`config.mk`:
```
export PLATFORM = sky130hd
export DESIGN_NAME = cam_capture
export DESIGN_NICKNAME = d
export VERILOG_FILES = /design/src/rtl/cam_capture_pkg.sv /design/src/rtl/cam_capture_sync_edge_det.sv /design/src/rtl/cam_capture.sv
export SDC_FILE = /design/constraint.sdc
export NUM_CORES = 1
export LEC_CHECK = 0
export ABC_CLOCK_PERIOD_IN_PS = 2800
export BUFFER_PORTS_ARGS = -buffer_cell sky130_fd_sc_hd__buf_2
export CAP_MARGIN = 20
export CORE_UTILIZATION = 36
export CTS_CLUSTER_DIAMETER = 150
export DETAILED_ROUTE_END_ITERATION = 10
export SYNTH_ARGS = -nofsm -noshare
export SYNTH_HDL_FRONTEND = slang
export SYNTH_HIERARCHICAL = 1
export SYNTH_SLANG_ARGS = --single-unit
```
`constraint.sdc`:
```
create_clock -name i_p_clk -period 2.8 [get_ports i_p_clk]
set_input_delay 0.56 -clock i_p_clk [delete_from_list [all_inputs] [get_ports i_p_clk]]
set_output_delay 0.56 -clock i_p_clk [all_outputs]
set_load 0.03 [all_outputs]
```
`src/rtl/cam_capture_pkg.sv`:
```
// Shared definitions for the camera capture path and the display stage that
// reads the same frame buffer.
package cam_capture_pkg;

  localparam int unsigned H_ACTIVE = 640;
  localparam int unsigned V_ACTIVE = 480;
  localparam int unsigned FB_DEPTH = 307200;
  localparam int unsigned FB_LAST  = 307199;

  localparam int unsigned ADDR_W = 19;
  localparam int unsigned CNT_W  = 20;

  typedef struct packed {
    logic [3:0] r;
    logic [3:0] g;
    logic [3:0] b;
  } rgb444_t;

  typedef enum logic [2:0] {
    ST_IDLE,
    ST_SYNC,
    ST_SKIP,
    ST_SYNC_CAP,
    ST_CAPTURE
  } cap_state_t;

  function automatic logic [ADDR_W-1:0] addr_inc_sat(input logic [ADDR_W-1:0] a,
                                                     input logic [ADDR_W-1:0] last);
    return (a >= last) ? last : a + 1'b1;
  endfunction

endpackage

```
`src/rtl/cam_capture_sync_edge_det.sv`:
```
// One-flop delay of a level input with single-cycle rise/fall pulses derived
// from the live input against its registered copy.
module sync_edge_det (
  input  logic i_clk,
  input  logic i_rstn,
  input  logic i_d,
  output logic o_q,
  output logic o_rise,
  output logic o_fall
);

  logic r_q;

  always_ff @(posedge i_clk or negedge i_rstn) begin
    if (!i_rstn) r_q <= 1'b0;
    else         r_q <= i_d;
  end

  assign o_q    = r_q;
  assign o_rise = i_d & ~r_q;
  assign o_fall = ~i_d & r_q;

endmodule

```
`src/rtl/cam_capture.sv`:
```
// OV7670 RGB444 capture: discards settling frames after enable, then packs
// byte pairs into 12-bit pixels and writes them to the frame buffer.
module cam_capture
  import cam_capture_pkg::*;
#(
  parameter int unsigned H_ACTIVE    = cam_capture_pkg::H_ACTIVE,
  parameter int unsigned V_ACTIVE    = cam_capture_pkg::V_ACTIVE,
  parameter int unsigned SKIP_FRAMES = 2
) (
  input  logic        i_p_clk,
  input  logic        i_rstn,
  input  logic        i_en,
  input  logic        i_vsync,
  input  logic        i_href,
  input  logic [7:0]  i_data,
  output logic        o_wr,
  output logic [18:0] o_waddr,
  output logic [11:0] o_wdata,
  output logic        o_sof,
  output logic        o_frame_done,
  output logic        o_frame_err,
  output logic        o_busy
);

  localparam int unsigned PIX_TOTAL = H_ACTIVE * V_ACTIVE;
  localparam logic [CNT_W-1:0]  PIX_TOTAL_C = CNT_W'(PIX_TOTAL);
  localparam logic [ADDR_W-1:0] ADDR_LAST =
    (PIX_TOTAL > FB_DEPTH) ? ADDR_W'(FB_LAST) : ADDR_W'(PIX_TOTAL - 1);
  localparam logic [3:0]  SKIP_N = 4'(SKIP_FRAMES);
  localparam logic [10:0] X_LIM  = 11'(H_ACTIVE);
  localparam logic [10:0] Y_LIM  = 11'(V_ACTIVE);

  logic w_vs_q, w_vs_rise, w_vs_fall;
  logic w_hs_q, w_hs_rise, w_hs_fall;
  logic w_unused;

  sync_edge_det u_vs_det (
    .i_clk  (i_p_clk),
    .i_rstn (i_rstn),
    .i_d    (i_vsync),
    .o_q    (w_vs_q),
    .o_rise (w_vs_rise),
    .o_fall (w_vs_fall)
  );

  sync_edge_det u_hs_det (
    .i_clk  (i_p_clk),
    .i_rstn (i_rstn),
    .i_d    (i_href),
    .o_q    (w_hs_q),
    .o_rise (w_hs_rise),
    .o_fall (w_hs_fall)
  );

  assign w_unused = &{1'b0, w_hs_q, w_hs_rise};

  cap_state_t        r_state;
  logic [3:0]        r_skip_cnt;
  logic              r_phase;
  logic [3:0]        r_red;
  logic [10:0]       r_x;
  logic [10:0]       r_y;
  logic [ADDR_W-1:0] r_addr;
  logic [CNT_W-1:0]  r_pix_cnt;
  logic              r_wr;
  logic [ADDR_W-1:0] r_waddr;
  rgb444_t           r_wdata;
  logic              r_sof;
  logic              r_done;
  logic              r_err;
  logic              r_busy;

  logic             w_accept;
  logic             w_pix;
  logic             w_in_win;
  logic             w_enter_cap;
  logic [CNT_W-1:0] w_pix_cnt_nxt;

  // vs_q is low throughout CAPTURE, so the byte sampled on the vsync rise
  // edge still completes and its write lands alongside o_frame_done.
  assign w_accept    = (r_state == ST_CAPTURE) && i_en && i_href && !w_vs_q;
  assign w_pix       = w_accept && r_phase;
  assign w_in_win    = (r_x < X_LIM) && (r_y < Y_LIM);
  assign w_enter_cap = i_en && w_vs_fall &&
                       ((r_state == ST_SYNC_CAP) ||
                        ((r_state == ST_SYNC) && (SKIP_N == 4'd0)));
  assign w_pix_cnt_nxt = (w_pix && (r_pix_cnt != '1)) ? r_pix_cnt + 1'b1 : r_pix_cnt;

  always_ff @(posedge i_p_clk or negedge i_rstn) begin
    if (!i_rstn) begin
      r_state    <= ST_IDLE;
      r_skip_cnt <= '0;
      r_phase    <= 1'b0;
      r_red      <= '0;
      r_x        <= '0;
      r_y        <= '0;
      r_addr     <= '0;
      r_pix_cnt  <= '0;
      r_wr       <= 1'b0;
      r_waddr    <= '0;
      r_wdata    <= '0;
      r_sof      <= 1'b0;
      r_done     <= 1'b0;
      r_err      <= 1'b0;
      r_busy     <= 1'b0;
    end else begin
      r_wr   <= 1'b0;
      r_sof  <= 1'b0;
      r_done <= 1'b0;
      r_err  <= 1'b0;
      r_busy <= (r_state == ST_SKIP) || (r_state == ST_CAPTURE);

      if (!i_en) begin
        r_state <= ST_IDLE;
        r_phase <= 1'b0;
      end else if (w_enter_cap) begin
        r_state   <= ST_CAPTURE;
        r_sof     <= 1'b1;
        r_addr    <= '0;
        r_waddr   <= '0;
        r_x       <= '0;
        r_y       <= '0;
        r_pix_cnt <= '0;
        r_phase   <= 1'b0;
      end else begin
        case (r_state)
          ST_IDLE: begin
            r_state    <= ST_SYNC;
            r_skip_cnt <= '0;
          end
          ST_SYNC: begin
            if (w_vs_fall) begin
              r_state    <= ST_SKIP;
              r_skip_cnt <= '0;
            end
          end
          ST_SKIP: begin
            if (w_vs_rise) begin
              if (r_skip_cnt == SKIP_N - 4'd1) r_state <= ST_SYNC_CAP;
              else                             r_skip_cnt <= r_skip_cnt + 4'd1;
            end
          end
          ST_SYNC_CAP: begin
            r_state <= ST_SYNC_CAP;
          end
          ST_CAPTURE: begin
            if (!i_href) begin
              r_phase <= 1'b0;
            end else if (w_accept) begin
              r_phase <= ~r_phase;
              if (!r_phase) begin
                r_red <= i_data[3:0];
              end else begin
                if (w_in_win) begin
                  r_wr    <= 1'b1;
                  r_wdata <= '{r: r_red, g: i_data[7:4], b: i_data[3:0]};
                  r_waddr <= r_addr;
                  r_addr  <= addr_inc_sat(r_addr, ADDR_LAST);
                end
                if (r_x != '1) r_x <= r_x + 11'd1;
                r_pix_cnt <= w_pix_cnt_nxt;
              end
            end
            if (w_hs_fall) begin
              r_x <= '0;
              if ((r_x != '0) && (r_y != '1)) r_y <= r_y + 11'd1;
            end
            if (w_vs_rise) begin
              r_done  <= 1'b1;
              r_err   <= (w_pix_cnt_nxt != PIX_TOTAL_C);
              r_state <= ST_SYNC_CAP;
            end
          end
          default: r_state <= ST_IDLE;
        endcase
      end
    end
  end

  assign o_wr         = r_wr;
  assign o_waddr      = r_waddr;
  assign o_wdata      = r_wdata;
  assign o_sof        = r_sof;
  assign o_frame_done = r_done;
  assign o_frame_err  = r_err;
  assign o_busy       = r_busy;

endmodule

```
# After elaboration in Yosys (flattened, before gate mapping)

Index checks and enable logic that the tools add are counted.

Flip-flop bits (word level): 111
Output and inout bits: 36
Input port bits: 13
Logic and storage cells: 150

Bitwise logic cells: 8
Equality and inequality tests: 18
Reductions and logical operators: 34
Multiplexer cells: 63
Magnitude comparators: 3
Add/subtract/negate cells: 5

Operators by type and width:

| cell                                                          | number |
|---|---|
| two-way mux 19 bit                                            | 13 |
| two-way mux 11 bit                                            | 11 |
| two-way mux 20 bit                                            | 6 |
| AND reduction 6 bit                                           | 4 |
| adder 11 x 1 -> 11 bit (second input constant)                | 2 |
| two-way mux 1 bit                                             | 22 |
| inequality test 11 bit (second input constant)                | 2 |
| adder 20 x 1 -> 20 bit (second input constant)                | 1 |
| inequality test 20 x 19 -> 1 bit (second input constant)      | 1 |
| inequality test 20 bit (second input constant)                | 1 |
| adder 19 x 1 -> 19 bit (second input constant)                | 1 |
| greater-or-equal comparator 19 bit (second input constant)    | 1 |
| two-way mux 3 bit                                             | 6 |
| one-hot mux 3 bit (5 select lines)                            | 1 |
| nonzero test 3 bit                                            | 5 |
| nonzero test 2 bit                                            | 7 |
| two-way mux 4 bit                                             | 3 |
| inequality test 4 x 3 -> 1 bit (second input constant)        | 3 |
| one-hot mux 4 bit (3 select lines)                            | 1 |
| less-than comparator 11 x 10 -> 1 bit (second input constant) | 1 |
| less-than comparator 11 x 9 -> 1 bit (second input constant)  | 1 |
| nonzero test 11 bit                                           | 1 |
| logical AND 1 bit                                             | 9 |
| AND reduction 4 bit                                           | 2 |
| other kinds (18)                                              | 26 |

# Depth between registers and ports, before layout

Gate-level depths: netlist of the first run.

Depth in word-level cells: 12
Gate-level depth with buffers: 9
Gate-level depth less buffers: 9

# By module

Netlist of the first run, hierarchy kept.

Modules (own cells, without submodules):

| module        | instances | cells each | seq. area each (um^2) | area an instance (um^2) |
|---|---|---|---|---|
| cam_capture   | 1         | 593        | 2,727.6               | 5,604.1 |
| sync_edge_det | 2         | 3          | 25.0                  | 40.0 |

# Worst setup path after synthesis of the first run

Ideal clock, no wire load.

Kind: flip-flop to flip-flop
Start point: register r_pix_cnt[0]
End point: register r_err (netlist: o_frame_err)
Path slack: 0.446 ns
Data required time: 2.670 ns
Arrival: 2.224 ns
Period minus slack after synthesis: 2.354 ns
Cell stages (with the launch flop): 9
Path buffers: 0
Setup time: 0.130 ns
Path through: dfrtp_1 -> ha_1 -> and4_1 -> nand3_1 -> nor4b_1 -> xor2_1 -> or4_1 -> nor4_2 -> a21boi_1

Longest elaborated chain between the ends: 8
Elaborated cells on any way between the ends: 9

RTL lines:

| item                                                                           | line               | RTL |
|---|---|---|
| start: declaration                                                             | cam_capture.sv:64  | `logic [CNT_W-1:0] r_pix_cnt;` |
| start signal: assignment                                                       | cam_capture.sv:161 | `r_pix_cnt <= w_pix_cnt_nxt;` |
| parallel branches: the longest is 2 deep, another holds adder 20 x 1 -> 20 bit | -                  |  |
| two-way mux 20 bit (*)                                                         | cam_capture.sv:87  | `assign w_pix_cnt_nxt = (w_pix && (r_pix_cnt != '1)) ? r_pix_cnt + 1'b1 : r_pix_cnt;` |
| inequality test 20 x 19 -> 1 bit (*)                                           | cam_capture.sv:170 | `r_err <= (w_pix_cnt_nxt != PIX_TOTAL_C);` |
| two-way mux 1 bit (*)                                                          | cam_capture.sv:168 | `if (w_vs_rise) begin` |
| two-way mux 1 bit (*)                                                          | cam_capture.sv:126 | `case (r_state)` |
| two-way mux 1 bit (*)                                                          | cam_capture.sv:116 | `end else if (w_enter_cap) begin` |
| two-way mux 1 bit (*)                                                          | cam_capture.sv:113 | `if (!i_en) begin` |
| end signal: assignment                                                         | cam_capture.sv:170 |  |
| end: declaration                                                               | cam_capture.sv:70  | `logic r_err;` |

Mark *: on every way between the ends.
A chain may end at the register's enable or synchronous reset.

# Final worst setup path of the first run

Start point: register r_pix_cnt[1]
End point: register r_err (netlist: o_frame_err)

The elaborated chain is that of the path after synthesis.

==> results of run 1 <==
[power by group through the flow]
stage	sequential (mW)	combinational (mW)	clock, mW
floorplan	1.66	0.0521	0
global placement	1.66	0.118	0
detailed placement	1.66	0.122	0
CTS	1.63	0.123	1.39
global route	1.63	0.137	1.43
finish	1.63	0.119	1.34
[stage by stage]
step           util [%]  power (mW)  area [µm²]  setup WS, ns
2_1_floorplan         -        1.72        5680         0.446
3_3_place_gp       40.6        1.78        6210         0.231
3_5_place_dp       40.6        1.79        6210         0.183
4_1_cts            42.5        3.14        6520         0.192
5_1_grt            42.6        3.20        6520        0.0446
6_report           42.6        3.08        6520         0.224
[registers in the layout, indices dropped and copies added, names as in the netlist, 3 cells and up]
register and cells:
r_state 3, r_skip_cnt 4, r_red 4, r_y 11, r_pix_cnt 20, r_addr 19
o_waddr 19, o_wdata 12, r_x 11
[placed cells by master (no fill, tap or decap), types with 7 or more instances in the layout]
master,n
dfrtp_1,111
nand2_1,71
o21ai_0,61
buf_2,47
nor2_1,44
a21oi_1,35
nand3_1,31
buf_4,20
mux2_2,19
inv_1,15
and3_1,15
nor3_1,14
xor2_1,14
a31oi_1,12
nand4_1,11
clkbuf_16,9
a311oi_1,8
xnor2_1,7
or3_1,7
and2_1,7
ha_1,7
[final cells by class]
type / instances / share of cell area [%]
flip-flops and latches: 111 / 42.6
clock buffers: 9 / 3.45
inverters: 17 / 0.978
well taps: 211 / 4.05
clock inverters: 6 / 1.17
multi-input cells: 442 / 41.5
repair buffers: 68 / 6.22
[worst paths after layout]
path / from / endpoint / slack (ns) / depth (start not counted)
max: r_pix_cnt[1] / o_frame_err / 0.22 / 8
min: i_rstn / r_pix_cnt[9] / 0.16 / 1
max reg2reg: r_pix_cnt[1] / o_frame_err / 0.22 / 8
min reg2reg: o_wdata[2] / o_wdata[2] / 0.50 / 1
max in group asynchronous: i_rstn / o_waddr[6] / 1.93 / 2
min in group i_p_clk: i_vsync / u_vs_det/o_q / 0.32 / 1
[layer usage]
metal	wire (µm)	share of wire (%)
met5	0	0
met3	559	4.3
met4	144	1.1
met2	6200	47
met1	6240	47
[worst reg2reg max path: cells and delay by family (launching register included)]
| family | cells | cell delay (ns) |
|---|---|---|
| compound gates | 1 | 0.09 |
| simple gates | 5 | 1.49 |
| fa+ha+maj | 1 | 0.27 |
| xor+xnor | 1 | 0.18 |
| flops | 1 | 0.42 |
==> results.cfg, run 1 <==
[floorplan]
core_um2 = 15300
floorplan.rows = 45
die_h_um = 128
start_util_pct = 37.1
die_w_um = 128
dieArea_um2 = 16300
io_pins = 49

[placed_design]
io_buffers = 48
dpl.cell_count = 849
finalWeightedCongestion = 0.846
dp_hpwl_mm = 9.12

[critical_path]
crit_path_max_fanout = 6
worstPathCellList = ha_1 > and4_1 > and3_1 > nand4_2 > xor2_1 > or4_1 > nor4_2 > a21boi_1
required_ns = 3.04
worstSetupStartpointType = flop
slowest_delay_ns = 0.54
worst-path-buf-inv = 0
path_class = flop to flop
critical-path-top-delay-family = simple AND/OR/NAND/NOR gates
crit_arrival_ns = 2.81
slowest_stage = or4_1
endpoint_kind = flop

[drt]
drc = 0
drtAntennaViolNets = 0
drtIter0Drc = 291
first_pass_iters = 4
wl_per_cell_um = 15.2
vias = 4665
routed_wl_mm = 13.1
viasPerCell = 5.40

[timing]
hold_viol_final = 0
fmax_mhz = 388
slew_headroom_pct = 65.9
finClkSkew_ns = 0.0116
min_period_over_period_pct = 92.0
slew_viol_final = 0
whs_ns = 0.156
setup_violations = 0
worstMarginPinSlew_ns = 0.510
rsz0062_at_grt = false
min_period_ns = 2.58
setup_tns_ns = 0

[logic_synthesis]
avgSynthCellArea_um2 = 9.49
synth_nets = 618
postSynthCellCount = 598
yosys_warnings = 6
syn-cell-area_um2 = 5680

[cells_and_area]
synthToLayoutAreaGrowth_pct = 14.9
multi_input_area_um2 = 2710
final_cells = 864
fillers = 1540
layout.nets = 669
regArea_um2 = 2780
antennaDiodeCount = 0
drive_above_1_share_pct = 18.2

[pwr]
p_clk_share_pct = 43.3
power.density_nw_per_um2 = 473
pwr-share-comb_pct = 3.8
power.leakage_nw = 2.93
intPower_mw = 2.37
irDropWorstVdd_mv = 0.468
sw_frac_of_total_pct = 23.3
sequentialPowerShare_pct = 52.9
p_switching_mw = 0.718

[run]
cap_violations = 0

[clock_tree]
postCtsSetupBuffers = 0
cts_root_buf = clkbuf_16
clockBufferDepth = 2
cts_sinks = 111
cts_buffers = 9
insertion_delay_ns = 0.36
path_clk_slew_ns = 0.07
holdBufCountCts = 0
h-tree-depth = 3
cts_resized = 0
cts_tree = yes

[run_status]
outcome = finished clean

[grt]
top_usage_layer = met2
met3_usage_pct = 4.52
grt_use_met2_pct = 28.3
grtUsageTotal_pct = 17.2
antenna_found_initial = 0
grt_pass1_vias = 4530
grt_max_degree = 54
grt_remaining_overflow = 0
use_met1_pct = 22.3
grt_first_pass_wirelength_mm = 22.2

[min_path]
hold_class = input port to async pin
(Power assumes the default switching activity.)
==> run 2, diff against run 1 <==
- BUFFER_PORTS_ARGS: -buffer_cell sky130_fd_sc_hd__buf_2 -> not set
- CTS_CLUSTER_DIAMETER: 150 -> 30
- DONT_BUFFER_PORTS: not set -> 1
==> results.cfg, run 2 (synthesized netlist as in run 1, its figures left out) <==
[timing]
whs_ns = -0.110
slew_headroom_pct = 60.7
slew_viol_final = 0
setup_violations = 0
rsz0062_at_grt = false
finClkSkew_ns = 0.0140
fmax_mhz = 388
min_period_over_period_pct = 92.0
min_period_ns = 2.58
setup_tns_ns = 0
worstMarginPinSlew_ns = 0.587
hold_viol_final = 111

[critical_path]
worstSetupStartpointType = flop
crit_arrival_ns = 2.81
path_class = flop to flop
critical-path-top-delay-family = simple AND/OR/NAND/NOR gates
critPathLaunch = r_pix_cnt[0]
worstPathCellList = ha_1 > and4_2 > and3_2 > nand4_2 > xor2_1 > or4_1 > nor4_2 > a21boi_1
worst-path-buf-inv = 0
rr_startpoint = r_pix_cnt[0]
slowest_stage = or4_1
slowest_delay_ns = 0.55
endpoint_kind = flop
crit_path_max_fanout = 7
required_ns = 3.03

[clock_tree]
clockBufferDepth = 2
path_clk_slew_ns = 0.08
postCtsSetupBuffers = 0
cts_sinks = 111
insertion_delay_ns = 0.37
h-tree-depth = 3
cts_root_buf = clkbuf_16
cts_buffers = 9
cts_tree = yes

[placed_design]
dpl.cell_count = 795
dp_hpwl_mm = 8.69
io_buffers = 0
finalWeightedCongestion = 0.830

[cells_and_area]
utilization_pct = 40.9
antennaDiodeCount = 0
layout.nets = 615
final_cells = 811
regMostFlops = r_pix_cnt
largest_reg_flops = 20
synthToLayoutAreaGrowth_pct = 10.4
final_cell_mix = dfrtp_1, nand2_1, o21ai_0, nor2_1, a21oi_1
drive_above_1_share_pct = 11.5
final_common_cell = dfrtp_1

[pwr]
irDropWorstVdd_mv = 0.397
power.leakage_nw = 2.65
power.density_nw_per_um2 = 504
finalPower_mw = 3.16

[drt]
drc = 0
routed_wl_mm = 13.0
drtIter0Drc = 249
viasPerCell = 5.48
vias = 4442
drtAntennaViolNets = 0
wl_per_cell_um = 16.0
first_pass_iters = 4

[floorplan]
core_um2 = 15300
dieArea_um2 = 16300
start_util_pct = 37.1
die_w_um = 128
io_pins = 49
floorplan.rows = 45
die_h_um = 128

[grt]
grt_remaining_overflow = 0
grt_max_degree = 112
grt_first_pass_wirelength_mm = 22.0
grt_pass1_vias = 4368
grtUsageTotal_pct = 17.0
antenna_found_initial = 0

[run]
cap_violations = 0

[run_status]
outcome = finished, violations left
violations = negative hold slack

[min_path]
hold_class = input port to async pin
==> run 2: timing repair <==
item | 4_1_cts | 5_1_grt
hold endpoints to repair | 111 | 111
setup endpoints to repair | 0 | 1
gates resized for setup | 0 | 4
==> run 2: through the flow <==
stage | area (µm²) | setup WS (ns)
after floorplan | 5680 | 0.446
after global placement | 5910 | 0.150
after detailed placement | 5910 | 0.119
after CTS | 6250 | 0.113
after global routing | 6270 | 0.0490
final | 6270 | 0.225
==> run 2: per-layer routing <==
layer  GRT usage, %  share of wire (%)  vias up
met2           25.9                 44       89
met3           4.36                5.3       13
met5              0                  0        -
li1               -                  -     2167
met4           6.16                1.6        0
met1           23.5                 49     2173
==> run 2: final timing paths <==
kind	cells after the start	end	slack [ns]
worst max-delay path	8	o_frame_err	0.22
worst min-delay path	0	r_pix_cnt[8]	-0.11
worst max register to register	8	o_frame_err	0.22
worst min register to register	1	r_red[3]	0.51
max in group asynchronous	0	r_red[0]	2.71
min in group i_p_clk	0	u_vs_det/o_q	0.22
==> run 2: final cells by class <==
| type | count | area, µm² |
|---|---|---|
| Clock buffer | 9 | 225 |
| Clock inverter | 7 | 113 |
| Fill cell | 1554 | 9050 |
| Inverter | 17 | 63.8 |
| Multi-Input combinational cell | 442 | 2720 |
| Sequential cell | 111 | 2780 |
| Tap cell | 211 | 264 |
| Timing Repair Buffer | 14 | 105 |
==> run 2: worst register-to-register path, stage by stage, from the launching register on <==
cell      delay, ns
dfrtp_1        0.46
ha_1           0.28
and4_2         0.32
and3_2         0.29
nand4_2        0.12
xor2_1         0.18
or4_1          0.55
nor4_2         0.14
a21boi_1       0.10
==> run 2: report_power, final <==
group | switching, mW | internal (mW)
registers | 0.0175 | 1.62
clock network | 0.654 | 0.806
logic | 0.0364 | 0.0295
